<file path="src/rtl/vga_register_overlay_ctrl_pkg.sv">
// Shared definitions for the VGA register overlay controller:
// raster count width, overlay background colour and freeze FSM states.
package vga_register_overlay_ctrl_pkg;

    localparam int unsigned VGA_COUNT_W   = 11;
    localparam logic [23:0] OVERLAY_BLACK = 24'h000000;

    typedef enum logic [1:0] {
        ST_RUN      = 2'd0,
        ST_FRZ_PEND = 2'd1,
        ST_FROZEN   = 2'd2,
        ST_REL_PEND = 2'd3
    } frz_state_t;

endpackage

</file>
<file path="src/rtl/vga_register_overlay_ctrl_pixel_mux.sv">
// Fixed-priority merge of the register displays into one overlay pixel
// stream; the lowest-indexed active display wins, one register stage.
module vga_pixel_priority_mux
    import vga_register_overlay_ctrl_pkg::*;
#(
    parameter int unsigned NUM_REGS = 4
) (
    input  logic                  clk,
    input  logic                  reset_n,
    input  logic [NUM_REGS*24-1:0] disp_pixel_in,
    input  logic [NUM_REGS-1:0]   disp_on_in,
    output logic [23:0]           pixel_out,
    output logic                  display_on
);

    logic [23:0] sel_pixel;
    logic        sel_on;

    // Scan from the top index down so the lowest active index is written last.
    always_comb begin
        sel_pixel = OVERLAY_BLACK;
        sel_on    = 1'b0;
        for (int unsigned i = NUM_REGS; i > 0; i--) begin
            if (disp_on_in[i-1]) begin
                sel_pixel = disp_pixel_in[24*(i-1) +: 24];
                sel_on    = 1'b1;
            end
        end
    end

    always_ff @(posedge clk or negedge reset_n) begin
        if (!reset_n) begin
            pixel_out  <= '0;
            display_on <= 1'b0;
        end else begin
            pixel_out  <= sel_pixel;
            display_on <= sel_on;
        end
    end

endmodule

</file>
<file path="src/rtl/vga_register_overlay_ctrl.sv">
// Frame-synchronous snapshot, change highlighting and freeze handshake for
// the on-screen register displays, plus the overlay pixel arbiter.
module vga_register_overlay_ctrl
    import vga_register_overlay_ctrl_pkg::*;
#(
    parameter int unsigned NUM_REGS    = 4,
    parameter int unsigned HOLD_FRAMES = 30,
    parameter int unsigned HOLD_W      = 8
) (
    input  logic                   clk,
    input  logic                   reset_n,
    input  logic [VGA_COUNT_W-1:0] vga_h,
    input  logic [VGA_COUNT_W-1:0] vga_v,
    input  logic [NUM_REGS*8-1:0]  reg_data_in,
    input  logic [NUM_REGS*24-1:0] disp_pixel_in,
    input  logic [NUM_REGS-1:0]    disp_on_in,
    input  logic                   freeze_req,
    output logic                   freeze_ack,
    output logic [NUM_REGS*8-1:0]  reg_data_out,
    output logic [NUM_REGS-1:0]    highlight,
    output logic                   frame_start,
    output logic [23:0]            pixel_out,
    output logic                   display_on
);

    generate
        if (NUM_REGS < 1 || NUM_REGS > 8) begin : g_bad_num_regs
            $error("NUM_REGS must be in 1..8");
        end
        if (HOLD_FRAMES < 1 || HOLD_FRAMES > 255 || HOLD_W > 31 ||
            HOLD_FRAMES >= (1 << HOLD_W)) begin : g_bad_hold
            $error("HOLD_FRAMES must be in 1..255 and fit in HOLD_W bits");
        end
    endgenerate

    logic       at_origin;
    logic       at_origin_q;
    frz_state_t state;
    frz_state_t state_nxt;
    logic       take_snap;
    logic [HOLD_W-1:0] hold_cnt [NUM_REGS];

    // Edge-detect on the origin so a stalled raster still yields one pulse.
    assign at_origin = (vga_h == '0) && (vga_v == '0);

    always_ff @(posedge clk or negedge reset_n) begin
        if (!reset_n) begin
            at_origin_q <= 1'b0;
            frame_start <= 1'b0;
        end else begin
            at_origin_q <= at_origin;
            frame_start <= at_origin & ~at_origin_q;
        end
    end

    always_ff @(posedge clk or negedge reset_n) begin
        if (!reset_n) begin
            state      <= ST_RUN;
            freeze_ack <= 1'b0;
        end else begin
            state      <= state_nxt;
            freeze_ack <= (state == ST_FROZEN) || (state == ST_REL_PEND);
        end
    end

    always_comb begin
        state_nxt = state;
        take_snap = 1'b0;
        case (state)
            ST_RUN: begin
                take_snap = frame_start;
                if (freeze_req) state_nxt = ST_FRZ_PEND;
            end
            ST_FRZ_PEND: begin
                if (!freeze_req)      state_nxt = ST_RUN;
                else if (frame_start) state_nxt = ST_FROZEN;
            end
            ST_FROZEN: begin
                if (!freeze_req) state_nxt = ST_REL_PEND;
            end
            ST_REL_PEND: begin
                if (frame_start) begin
                    take_snap = 1'b1;
                    state_nxt = ST_RUN;
                end else if (freeze_req) begin
                    state_nxt = ST_FROZEN;
                end
            end
            default: state_nxt = ST_RUN;
        endcase
    end

    // Counters age on every frame, frozen or not; a fresh change reloads them.
    always_ff @(posedge clk or negedge reset_n) begin
        if (!reset_n) begin
            reg_data_out <= '0;
            highlight    <= '0;
            for (int unsigned i = 0; i < NUM_REGS; i++) begin
                hold_cnt[i] <= '0;
            end
        end else begin
            for (int unsigned i = 0; i < NUM_REGS; i++) begin
                highlight[i] <= (hold_cnt[i] != '0);
                if (frame_start) begin
                    if (take_snap && (reg_data_in[8*i +: 8] != reg_data_out[8*i +: 8])) begin
                        hold_cnt[i] <= HOLD_W'(HOLD_FRAMES);
                    end else if (hold_cnt[i] != '0) begin
                        hold_cnt[i] <= hold_cnt[i] - HOLD_W'(1);
                    end
                end
            end
            if (take_snap) begin
                reg_data_out <= reg_data_in;
            end
        end
    end

    vga_pixel_priority_mux #(
        .NUM_REGS (NUM_REGS)
    ) u_pixel_mux (
        .clk           (clk),
        .reset_n       (reset_n),
        .disp_pixel_in (disp_pixel_in),
        .disp_on_in    (disp_on_in),
        .pixel_out     (pixel_out),
        .display_on    (display_on)
    );

endmodule

</file>
<file path="config.mk">
export PLATFORM = sky130hd
export DESIGN_NAME = vga_register_overlay_ctrl
export DESIGN_NICKNAME = d
export VERILOG_FILES = /design/src/rtl/vga_register_overlay_ctrl_pkg.sv /design/src/rtl/vga_register_overlay_ctrl_pixel_mux.sv /design/src/rtl/vga_register_overlay_ctrl.sv
export SDC_FILE = /design/constraint.sdc
export NUM_CORES = 1
export LEC_CHECK = 0
export ABC_AREA = 1
export BUFFER_PORTS_ARGS = -buffer_cell sky130_fd_sc_hd__buf_2
export CAP_MARGIN = 0
export CORE_MARGIN = 2
export CORE_UTILIZATION = 36
export CTS_CLUSTER_DIAMETER = 80
export DETAILED_ROUTE_END_ITERATION = 8
export PLACE_DENSITY = 0.74
export SYNTH_ARGS = -nofsm -noshare
export SYNTH_HDL_FRONTEND = slang
export SYNTH_SLANG_ARGS = --single-unit
</file>
<file path="constraint.sdc">
create_clock -name clk -period 2.1 [get_ports clk]
set_input_delay 0.525 -clock clk [delete_from_list [all_inputs] [get_ports clk]]
set_output_delay 0.525 -clock clk [all_outputs]
set_load 0.05 [all_outputs]
</file>
==> results of run 1 <==
==> logic make-up after synthesis <==
group | Yosys count | synth area share (%)
compound gates | 74 | 8.078
xor+xnor | 36 | 5.686
simple gates | 390 | 31.41
fa+ha+maj | 13 | 2.933
flops | 98 | 44.22
buf+inv | 104 | 7.671
==> synthesized netlist by cell type (3+ instances only) <==
| library cell | number | area, um^2 |
|---|---|---|
| buf_4 | 3 | 22.52 |
| nor4_1 | 3 | 18.77 |
| o21ai_0 | 24 | 120.1 |
| and2_4 | 4 | 35.03 |
| nand3_1 | 24 | 120.1 |
| dfrtp_1 | 98 | 2452 |
| o22ai_1 | 24 | 150.1 |
| buf_2 | 12 | 60.06 |
| a31oi_1 | 23 | 143.9 |
| xor2_1 | 17 | 148.9 |
| xnor2_1 | 19 | 166.4 |
| inv_2 | 4 | 15.01 |
| ha_1 | 13 | 162.7 |
| nand4_1 | 20 | 125.1 |
| nand2_4 | 12 | 135.1 |
| nand3_4 | 3 | 52.55 |
| nand2_1 | 281 | 1055 |
| clkbuf_1 | 5 | 18.77 |
| nor2_1 | 38 | 142.6 |
| inv_1 | 77 | 289.0 |
==> per-layer routing <==
layer  global-route usage [%]  vias up
met1                    20.93     2357
met2                    31.02      192
li1                         -     2702
met4                    6.852        0
met3                    3.673       22
met5                        0        -
==> critical path, stage by stage (launching register included) <==
cell and delay, ps:
dfrtp_1 390, inv_1 110, ha_1 370, nor2_8 320, buf_4 330, o21ai_0 130
==> cell usage in the layout (no fill, tap or decap) <==
master	n
and3_1	1
clkinv_2	2
inv_1	77
nand3_1	24
a211oi_1	1
ha_1	13
nand3_4	3
nor2_1	38
inv_2	4
or2_2	1
nand3b_4	1
o31ai_4	1
o22ai_1	24
clkbuf_16	9
bufinv_16	2
inv_6	1
nand2_1	281
nand4_1	20
dfrtp_1	98
xnor2_1	19
o21ai_0	24
a31oi_1	23
buf_12	2
buf_4	13
and2_4	4
a21oi_1	1
nand2_4	12
nor4_1	3
buf_2	218
xor2_1	17
nor2_8	1
nor3_1	1
clkbuf_1	1
clkinvlp_4	2
==> power by group through the flow <==
| stage | clock [mW] | combinational, mW | sequential, mW |
|---|---|---|---|
| floorplan | 0 | 0.320 | 2.20 |
| global placement | 0 | 0.839 | 2.02 |
| detailed placement | 0 | 0.849 | 2.02 |
| CTS | 1.83 | 0.852 | 1.99 |
| global route | 1.91 | 0.928 | 1.99 |
| finish | 1.77 | 0.845 | 1.98 |
==> state kept, by name (all words and copies together) (netlist names) <==
name,count
u_pixel_mux.display_on,1
freeze_ack,1
highlight,4
u_pixel_mux.pixel_out,24
at_origin_q,1
hold_cnt,32
frame_start,1
reg_data_out,32
state,2
==> cell type report <==
cell class              instances  area [um^2]
flip-flops and latches         98         2452
well taps                     188        235.2
multi-input cells             513         2668
clock inverters                 6        88.84
clock buffers                  10        229.0
fillers                      1490         7935
inverters                      82        309.0
repair buffers                233         1229
==> worst max-delay path by stage <==
stage,endpoint,slack (ps)
3_3_place_gp,reg_data_out[10],420
4_1_cts,reg_data_out[24],300
5_1_grt,reg_data_out[23],190
3_5_place_dp,reg_data_out[24],330
6_report,reg_data_out[24],330
2_1_floorplan,hold_cnt[10],550
==> stage by stage <==
stage	std cells	instance area (um^2)
2_1_floorplan	715	5545
3_3_place_gp	1114	6893
3_5_place_dp	1114	6893
4_1_cts	1130	7211
5_1_grt	1130	7211
6_report	1130	7211
==> results.md, run 1 <==
* Run status: finished clean
* Final ANT Viol Nets at 0
* Met1 Wirelength at about 5800 um
* Clk slew on worst S/H paths at 70 ps
* Core ar. at 15150 um^2
* Worst R2R End: reg_data_out[24]
* Area delta synth->final at 30.03%
* Switch share at between 20 and 30%
* Tot Pwr at between 4 and 5 mW
* Synth warn at 0
* Clk buf depth at 2
* Final Hold Viols at 0
* Fin crit period at roughly 1800 ps
* Worst slack, placed at around 330 ps
* Die Span X at around 130 um
* Top_reg_cell synth: dfrtp_1
* Die Area at ~16000 um^2
* Post-route setup slack at around 330 ps
* Initial DRC count at 252
* Hold_ws at between 100 and 150 ps
* Cell area after synthesis at ~5500 um^2
* Syn Inst Count at ~700
* WL met3 at ~760 um
* Worst endpoint required time at 2320 ps
* Inserted Clock Buffers at 9
* Worst skew pair latency at 350 ps
* Routed len/inst at roughly 12 um
* Crit end category: flop
* Routed WL at ~14000 um
* H-tree depth at 3
* Setup TNS at 0 ps
* Post-CTS Setup Bufs at 0
* Comb power frac at between 10% and 20%
* Clk root buf: clkbuf_16
* Leakage at ~3.9 nW
* Final core utilization at 47.61%
* Gates resized, CTS repair at 0
* GRT Total Usage at between 10% and 20%
* Yosys reg bits at slightly below 100
* Worst clock skew at between 8 and 9 ps
* Drt pass-1 iters at 4
* Final net count at roughly 1100
* I/O pin total at 220
* Clk pwr share at 38.5%
* Mapped Nets at ~900
* Fin crit share at a little over four fifths
* Detailed-route vias per instance at between 4 and 5
* Syn avg cell area at 7.756 um^2
* Worst VDD drop at between 0.3 and 0.4 mV
* Worst reg2reg startpoint: state[0]
* Row cnt at between 40 and 50
* Vias in the first global route at between 4000 and 5000
* Post-synthesis sequential area ratio at ~44%
* Hold_buf cts at 0
* Crit path launch type: flop
* Placer Congestion at 0.8513
* Worst Tran Pin Value at ~480 ps
* Worst Reg2Reg Path Length in Cells at 5
* Wire length on met2 at ~7200 um
* TritonCTS Sinks at 98
* Unrepaired setup endpoints after global routing: false
* Critical Path AT at 1990 ps
* Max Cap Viol at 0
* Worst Path Max Fanout at 27
* Port Buffers at 219
* Post-synth EDFFs at 0
* Post-DP HPWL at between 10000 and 15000 um
* Power Internal at about 3.3 mW
* Setup crit start: state[0]
* Largest net degree at the start of global routing at 34
* Antenna Cells at 0
* Share of post-route cells with drive strength above 1 at just under 30%
* CP Class: flop to flop
* CTS tree: done
* Asr flop ratio synth at 100.0%
* Max Clk Rate at 564.2 MHz
* Switching power at around 1.3 mW
* Number of setup violations in the final report at 0
* Max-slew violations at 0
* DRC viols at 0
* Initial core utilization at between 30% and 40%
* Hold WC Path Type: input port to asynchronous set/reset pin
* Pwr dens at ~640 nW/um^2
* Relative slew slack at around 68%
* Via count at approximately 5300
* First-pass GRT wire length at approximately 23000 um
* DR top layer: met4
* Synth cell types at 31
* Flop pwr share at a little over two fifths
* Gr ovfl total at 0
* Initial antenna violation count at 0
* Die Y at 128.1 um
* R2r setup slk at between 300 and 400 ps
(Power assumes the default switching activity.)
==> inputs of run 2 (changes only) <==
Settings changed: ABC_AREA 1 to 0, PLACE_DENSITY 0.74 to 0.76.
Clock period 2.1 ns to 1.8 ns, I/O delays scaled along.
==> results.md, run 2 <==
* Leakage at 3.143 nW (was 3.856 nW)
* Share of post-route cells with drive strength above 1 at 40.05% (was 29.30%)
* GRT Total Usage at 18.08% (was 17.56%)
* Crit-path max cell delay at 480 ps (was 390 ps)
* Fin crit period at 1780 ps (was 1772 ps)
* Max-slew violations at 0 (unchanged)
* Post-synth top cells: 113 x nand2_1, 98 x dfrtp_1, 34 x xor2_1 (was 281 x nand2_1, 98 x dfrtp_1, 77 x inv_1)
* Via count at 4732 (was 5273)
* Largest net degree at the start of global routing at 99 (was 34)
* Syn avg cell area at 9.531 um^2 (was 7.756 um^2)
* Worst reg2reg startpoint: hold_cnt[8] (was state[0])
* Die Span X at 120.4 um (was 128.1 um)
* Relative slew slack at 65.47% (was 68.20%)
* I/O pin total at 220 (unchanged)
* Initial DRC count at 201 (was 252)
* Final net count at 939 (was 1107)
* Vias in the first global route at 4452 (was 4901)
* Tot Pwr at 5.356 mW (was 4.600 mW)
* Critical Path AT at 2010 ps (was 1990 ps)
* Port Buffers at 219 (unchanged)
* Worst VDD drop at 0.4180 mV (was 0.3583 mV)
* Count of fill cells added during filler insertion at 1261 (was 1490)
* Cell Count, Final, Fillers Out at 951 (was 1130)
* Max Cap Viol at 0 (unchanged)
* Commonest cells after routing, fill and taps aside: 218 x buf_2, 113 x nand2_1, 97 x dfrtp_1, 43 x buf_4, 34 x xor2_1 (was 281 x nand2_1, 218 x buf_2, 98 x dfrtp_1, 77 x inv_1, 38 x nor2_1)
* H-tree depth at 3 (unchanged)
* Die Y at 120.4 um (was 128.1 um)
* Setup TNS at 0 ps (unchanged)
* Synth warn at 0 (unchanged)
* Final core utilization at 52.44% (was 47.61%)
* CP Cell Sequence: inv_1 -> ha_2 -> or4b_4 -> o21ai_4 -> nor2_1 -> a211o_1 (was inv_1 -> ha_1 -> nor2_8 -> buf_4 -> o21ai_0)
* Post-synthesis sequential area ratio at 50.26% (was 44.22%)
* Worst endpoint required time at 2030 ps (was 2320 ps)
* Final ANT Viol Nets at 0 (unchanged)
* Initial antenna violation count at 1 (was 0)
* Clk buf depth at 2 (unchanged)
* Worst Path Max Fanout at 3 (was 27)
* Drt pass-1 iters at 4 (unchanged)
* Synth cell types at 41 (was 31)
* Commonest non-fill, non-tap cell in the layout: buf_2 (was nand2_1)
* Die Area at 14500 um^2 (was 16410 um^2)
* Hold_buf cts at 0 (unchanged)
* Worst Tran Pin Value at 517.9 ps (was 477.0 ps)
* Post-synth EDFFs at 0 (unchanged)
* Placer Congestion at 0.8483 (was 0.8513)
* Area contributors post-synth: dfrtp_1 50%, nand2_1 8.7%, xor2_1 6.1% (was dfrtp_1 44%, nand2_1 19%, inv_1 5.2%)
* Top_reg_cell synth: dfrtp_1 (unchanged)
* Top-count cell post-synth: nand2_1 (unchanged)
* Clk root buf: clkbuf_16 (unchanged)
* Unrepaired setup endpoints after global routing: true (was false)
* First-pass GRT wire length at 20580 um (was 22930 um)
* CP Class: flop to flop (unchanged)
* Largest registers: hold_cnt x32, reg_data_out x32, u_pixel_mux.pixel_out x24 (unchanged)
* Syn Inst Count at 512 (was 715)
* Hold WC Path Type: input port to asynchronous set/reset pin (unchanged)
* Number of setup violations in the final report at 0 (unchanged)
* Cell area after synthesis at 4880 um^2 (was 5545 um^2)
* Core ar. at 13240 um^2 (was 15150 um^2)
* Detailed-route vias per instance at 4.976 (was 4.666)
* Row cnt at 42 (was 45)
* Area of the multi-input gates at 2395 um^2 (was 2668 um^2)
* Routed len/inst at 14.11 um (was 12.43 um)
* Slowest CP cell: or4b_4 (was dfrtp_1)
* Asr flop ratio synth at 100.0% (unchanged)
* Worst R2R End: hold_cnt[9] (was reg_data_out[24])
* Area delta synth->final at 42.31% (was 30.03%)
* Worst clock skew at 8.549 ps (was 8.019 ps)
* Worst Reg2Reg Path Length in Cells at 6 (was 5)
* Cell taking the most area after synthesis: dfrtp_1 (unchanged)
* Top cell type's share of synthesized area at 50.26% (was 44.22%)
* CTS tree: done (unchanged)
* Clk slew on worst S/H paths at 70 ps (about the same)
* Inserted Clock Buffers at 9 (unchanged)
* Routed WL at 13420 um (was 14040 um)
* R2r setup slk at 20 ps (was 330 ps)
* Post-DP HPWL at 10100 um (was 11180 um)
* Worst skew pair latency at 340 ps (was 350 ps)
* Seq. cell area at 2454 um^2 (was 2452 um^2)
* Final Hold Viols at 0 (unchanged)
* Run status: finished clean (unchanged)
* Crit path launch type: flop (unchanged)
* Fin crit share at 98.87% (was 84.40%)
* Yosys reg bits at 98 (unchanged)
* Pwr dens at 771.2 nW/um^2 (was 637.9 nW/um^2)
* Placed Cells at 926 (was 1114)
* Crit end category: flop (unchanged)
* DRC viols at 0 (unchanged)
* Max Clk Rate at 561.9 MHz (was 564.2 MHz)
* TritonCTS Sinks at 98 (unchanged)
* Initial core utilization at 36.85% (was 36.61%)
* Gr ovfl total at 0 (unchanged)
* Mapped Nets at 682 (was 885)
run 2: layout make-up:
class / count / share of cell area [%]
Antenna cell: 1 / 0.03604
Clock buffer: 10 / 3.441
Clock inverter: 6 / 1.261
Inverter: 15 / 0.8108
Multi-Input combinational cell: 380 / 34.49
Sequential cell: 98 / 35.33
Tap cell: 176 / 3.171
Timing Repair Buffer: 265 / 21.46
run 2: kinds of logic after synthesis:
| logic type | synth area share (%) |
|---|---|
| AND/OR/NAND/NOR | 20.54 |
| AO/OA/AOI/OAI | 14.18 |
| flip-flops | 50.26 |
| XOR/XNOR | 6.821 |
| buffers and inverters | 2.615 |
| adder cells (fa/ha/maj) | 3.333 |
| multiplexers | 2.257 |
run 2: through the flow:
step | hold WS, ps | instance area [um^2] | worst slack (ps)
floorplan | 154.4 | 4881 | -72.31
global placement | 384.0 | 6441 | -14.88
detailed placement | 393.0 | 6441 | -57.61
CTS | 179.2 | 6783 | 11.31
global route | 209.7 | 6944 | -38.18
finish | 161.4 | 6944 | 20.39
run 2: power by group:
group	switching [mW]	leakage [nW]	internal [mW]
combinational	0.582	1.95	0.353
clock	0.846	0.163	1.26
sequential	0.0310	1.03	2.29
total	1.46	3.14	3.90
run 2: how the worst max path moves through the flow:
stage | from | endpoint | slack (ps) | cells after the start
2_1_floorplan | frame_start | hold_cnt[29] | -70 | 4
6_report | hold_cnt[8] | hold_cnt[9] | 20 | 6
4_1_cts | hold_cnt[9] | hold_cnt[9] | 10 | 6
5_1_grt | hold_cnt[8] | hold_cnt[9] | -40 | 6
3_5_place_dp | hold_cnt[9] | hold_cnt[9] | -60 | 6
3_3_place_gp | hold_cnt[24] | hold_cnt[28] | -10 | 6
run 2: metal layers:
metal	track usage [%]	wire length (um)	share of wire, %	vias to the layer above
met1	19.81	5080	38	2220
met3	3.113	730	5.4	19
li1	-	-	-	2322
met4	8.648	354	2.6	0
met5	0	0	0	-
met2	33.58	7255	54	171
run 2: critical path: cells and delay by family, from the launching register on:
family	cells	cell delay [ps]
AND/OR/NAND/NOR	2	550
AO/OA/AOI/OAI	2	460
flip-flops	1	380
adder cells (fa/ha/maj)	1	180
buffers and inverters	1	80
run 2: what timing repair did:
action	in CTS	in global routing
endpoints found under the setup margin	5	20
gates cloned	0	1
pin swaps	1	7
hold endpoints to repair	0	0
setup buffers	0	7
gates resized for setup	5	21
==> inputs of run 3 (changes only) <==
Clock period 1.8 ns to 2.15 ns, I/O delays scaled along.
==> results.md, run 3 (synthesis gave the netlist of run 2 again) <==
* Run status: finished clean (unchanged)
* I/O pin total at 220 (unchanged)
* Clk buf depth at 2 (unchanged)
* Post-CTS Setup Bufs at 0 (unchanged)
* Crit path launch type: flop (unchanged)
* Antenna Cells at 0 (was 1)
* Final ANT Viol Nets at 0 (unchanged)
* Worst clock skew at 4.707 ps (was 8.549 ps)
* Slowest CP cell: or3b_2 (was or4b_4)
* Pwr dens at 651.4 nW/um^2 (was 771.2 nW/um^2)
* Count of fill cells added during filler insertion at 1268 (was 1261)
* Post-DP HPWL at 10190 um (was 10100 um)
* Unrepaired setup endpoints after global routing: false (was true)
* Vias in the first global route at 4427 (was 4452)
* Crit-path max cell delay at 470 ps (was 480 ps)
* Worst Path Max Fanout at 3 (unchanged)
* Routed len/inst at 14.05 um (was 14.11 um)
* Placer Congestion at 0.8192 (was 0.8483)
* Gates resized, CTS repair at 0 (was 5)
* Critical Path AT at 2120 ps (was 2010 ps)
* Initial core utilization at 36.85% (unchanged)
* Area delta synth->final at 35.54% (was 42.31%)
* Relative slew slack at 71.58% (was 65.47%)
* Leakage at 2.988 nW (was 3.143 nW)
* Die Span X at 120.4 um (unchanged)
* Fin crit share at 88.15% (was 98.87%)
* Clk slew on worst S/H paths at 60 ps (was 70 ps)
* Clk root buf: clkbuf_16 (unchanged)
* Setup TNS at 0 ps (unchanged)
* Number of setup violations in the final report at 0 (unchanged)
* Max Clk Rate at 527.6 MHz (was 561.9 MHz)
* H-tree depth at 3 (unchanged)
* Largest net degree at the start of global routing at 49 (was 99)
* Fin crit period at 1895 ps (was 1780 ps)
* Share of post-route cells with drive strength above 1 at 35.03% (was 40.05%)
* Worst Tran Pin Value at 422.4 ps (was 517.9 ps)
* Tot Pwr at 4.308 mW (was 5.356 mW)
* Core ar. at 13240 um^2 (unchanged)
* CP Class: flop to flop (unchanged)
* Max-slew violations at 0 (unchanged)
* Die Y at 120.4 um (unchanged)
* Initial DRC count at 214 (was 201)
* Final net count at 913 (was 939)
* Via count at 4598 (was 4732)
* Area of the multi-input gates at 2302 um^2 (was 2395 um^2)
* Worst skew pair latency at 340 ps (about the same)
* First-pass GRT wire length at 20810 um (was 20580 um)
* Hold_buf cts at 0 (unchanged)
* Commonest cells after routing, fill and taps aside: 218 x buf_2, 113 x nand2_1, 98 x dfrtp_1, 34 x xor2_1, 33 x a21oi_1 (was 218 x buf_2, 113 x nand2_1, 97 x dfrtp_1, 43 x buf_4, 34 x xor2_1)
* Inserted Clock Buffers at 9 (unchanged)
* CP Cell Sequence: inv_1 -> ha_1 -> or3b_2 -> or2_1 -> nor3b_1 -> a211o_1 (was inv_1 -> ha_2 -> or4b_4 -> o21ai_4 -> nor2_1 -> a211o_1)
* Commonest non-fill, non-tap cell in the layout: buf_2 (unchanged)
* Routed WL at 12980 um (was 13420 um)
* Detailed-route vias per instance at 4.976 (about the same)
* Max Cap Viol at 0 (unchanged)
* Crit end category: flop (unchanged)
* Gr ovfl total at 0 (unchanged)
* TritonCTS Sinks at 98 (unchanged)
* Worst VDD drop at 0.3317 mV (was 0.4180 mV)
* Die Area at 14500 um^2 (unchanged)
* Seq. cell area at 2452 um^2 (was 2454 um^2)
* Initial antenna violation count at 0 (was 1)
* GRT Total Usage at 18.15% (was 18.08%)
* Row cnt at 42 (unchanged)
* CTS tree: done (unchanged)
* R2r setup slk at 250 ps (was 20 ps)
* Worst endpoint required time at 2370 ps (was 2030 ps)
* Drt pass-1 iters at 4 (unchanged)
* DRC viols at 0 (unchanged)
* Largest registers: hold_cnt x32, reg_data_out x32, u_pixel_mux.pixel_out x24 (unchanged)
* Hold WC Path Type: input port to asynchronous set/reset pin (unchanged)
* Final Hold Viols at 0 (unchanged)
* Port Buffers at 219 (unchanged)
## run 3: changes by cell type in the layout (fill, tap and decap cells not counted), moves of 3 or more
cell   change
inv_1      +5
ha_1       +3
inv_2      -5
buf_4     -25
## run 3: final timing paths
| kind | start | cells after the start | end |
|---|---|---|---|
| min in group clk | vga_h[8] | 2 | at_origin_q |
| worst max-delay path | hold_cnt[24] | 6 | hold_cnt[28] |
| max in group asynchronous | reset_n | 2 | u_pixel_mux.pixel_out[1] |
| worst max register to register | hold_cnt[24] | 6 | hold_cnt[28] |
| worst min-delay path | reset_n | 1 | reg_data_out[6] |
| worst min register to register | at_origin_q | 1 | frame_start |
## run 3: per-layer routing
metal  routed length, um  up-vias  global-route usage, %  share of wire (%)
li1                    -     2263                      -                  -
met1                5027     2160                  20.35                 39
met2                6899      159                  33.30                 53
met3                 777       16                  4.151                6.0
met4                 279        0                  6.904                2.1
met5                   0        -                      0                  0
## run 3: report_power, final
group | switching (mW) | internal [mW]
combinational | 0.481 | 0.276
clock | 0.677 | 0.930
sequential | 0.0302 | 1.91
total | 1.19 | 3.12
## run 3: through the flow
step                      cells  worst slack, ps  hold WS (ps)  utilization, %  area, um^2
after global placement      908            316.1         406.5           47.70        6317
after floorplan             512            119.6         241.9               -        4880
after global routing        924            119.5         155.1           49.94        6614
final                       924            254.8         141.3           49.94        6614
after CTS                   924            258.4         139.3           49.94        6614
after detailed placement    908            267.9         390.4           47.70        6317
## run 3: layout make-up
| class | count | share of cell area, % |
|---|---|---|
| multi-input combinational | 380 | 34.81 |
| inverter | 15 | 0.8513 |
| tap | 176 | 3.330 |
| timing repair buffer | 239 | 19.45 |
| clock buffer | 11 | 3.670 |
| clock inverter | 5 | 0.8135 |
| sequential | 98 | 37.08 |
## run 3: critical path: cells and delay by family, from the launching register on
| family | cells | cell delay, ps |
|---|---|---|
| adders and majority gates | 1 | 180 |
| DFF | 1 | 380 |
| buffers and inverters | 1 | 110 |
| AOI/OAI and AO/OA | 1 | 260 |
| and+or+nand+nor | 3 | 860 |
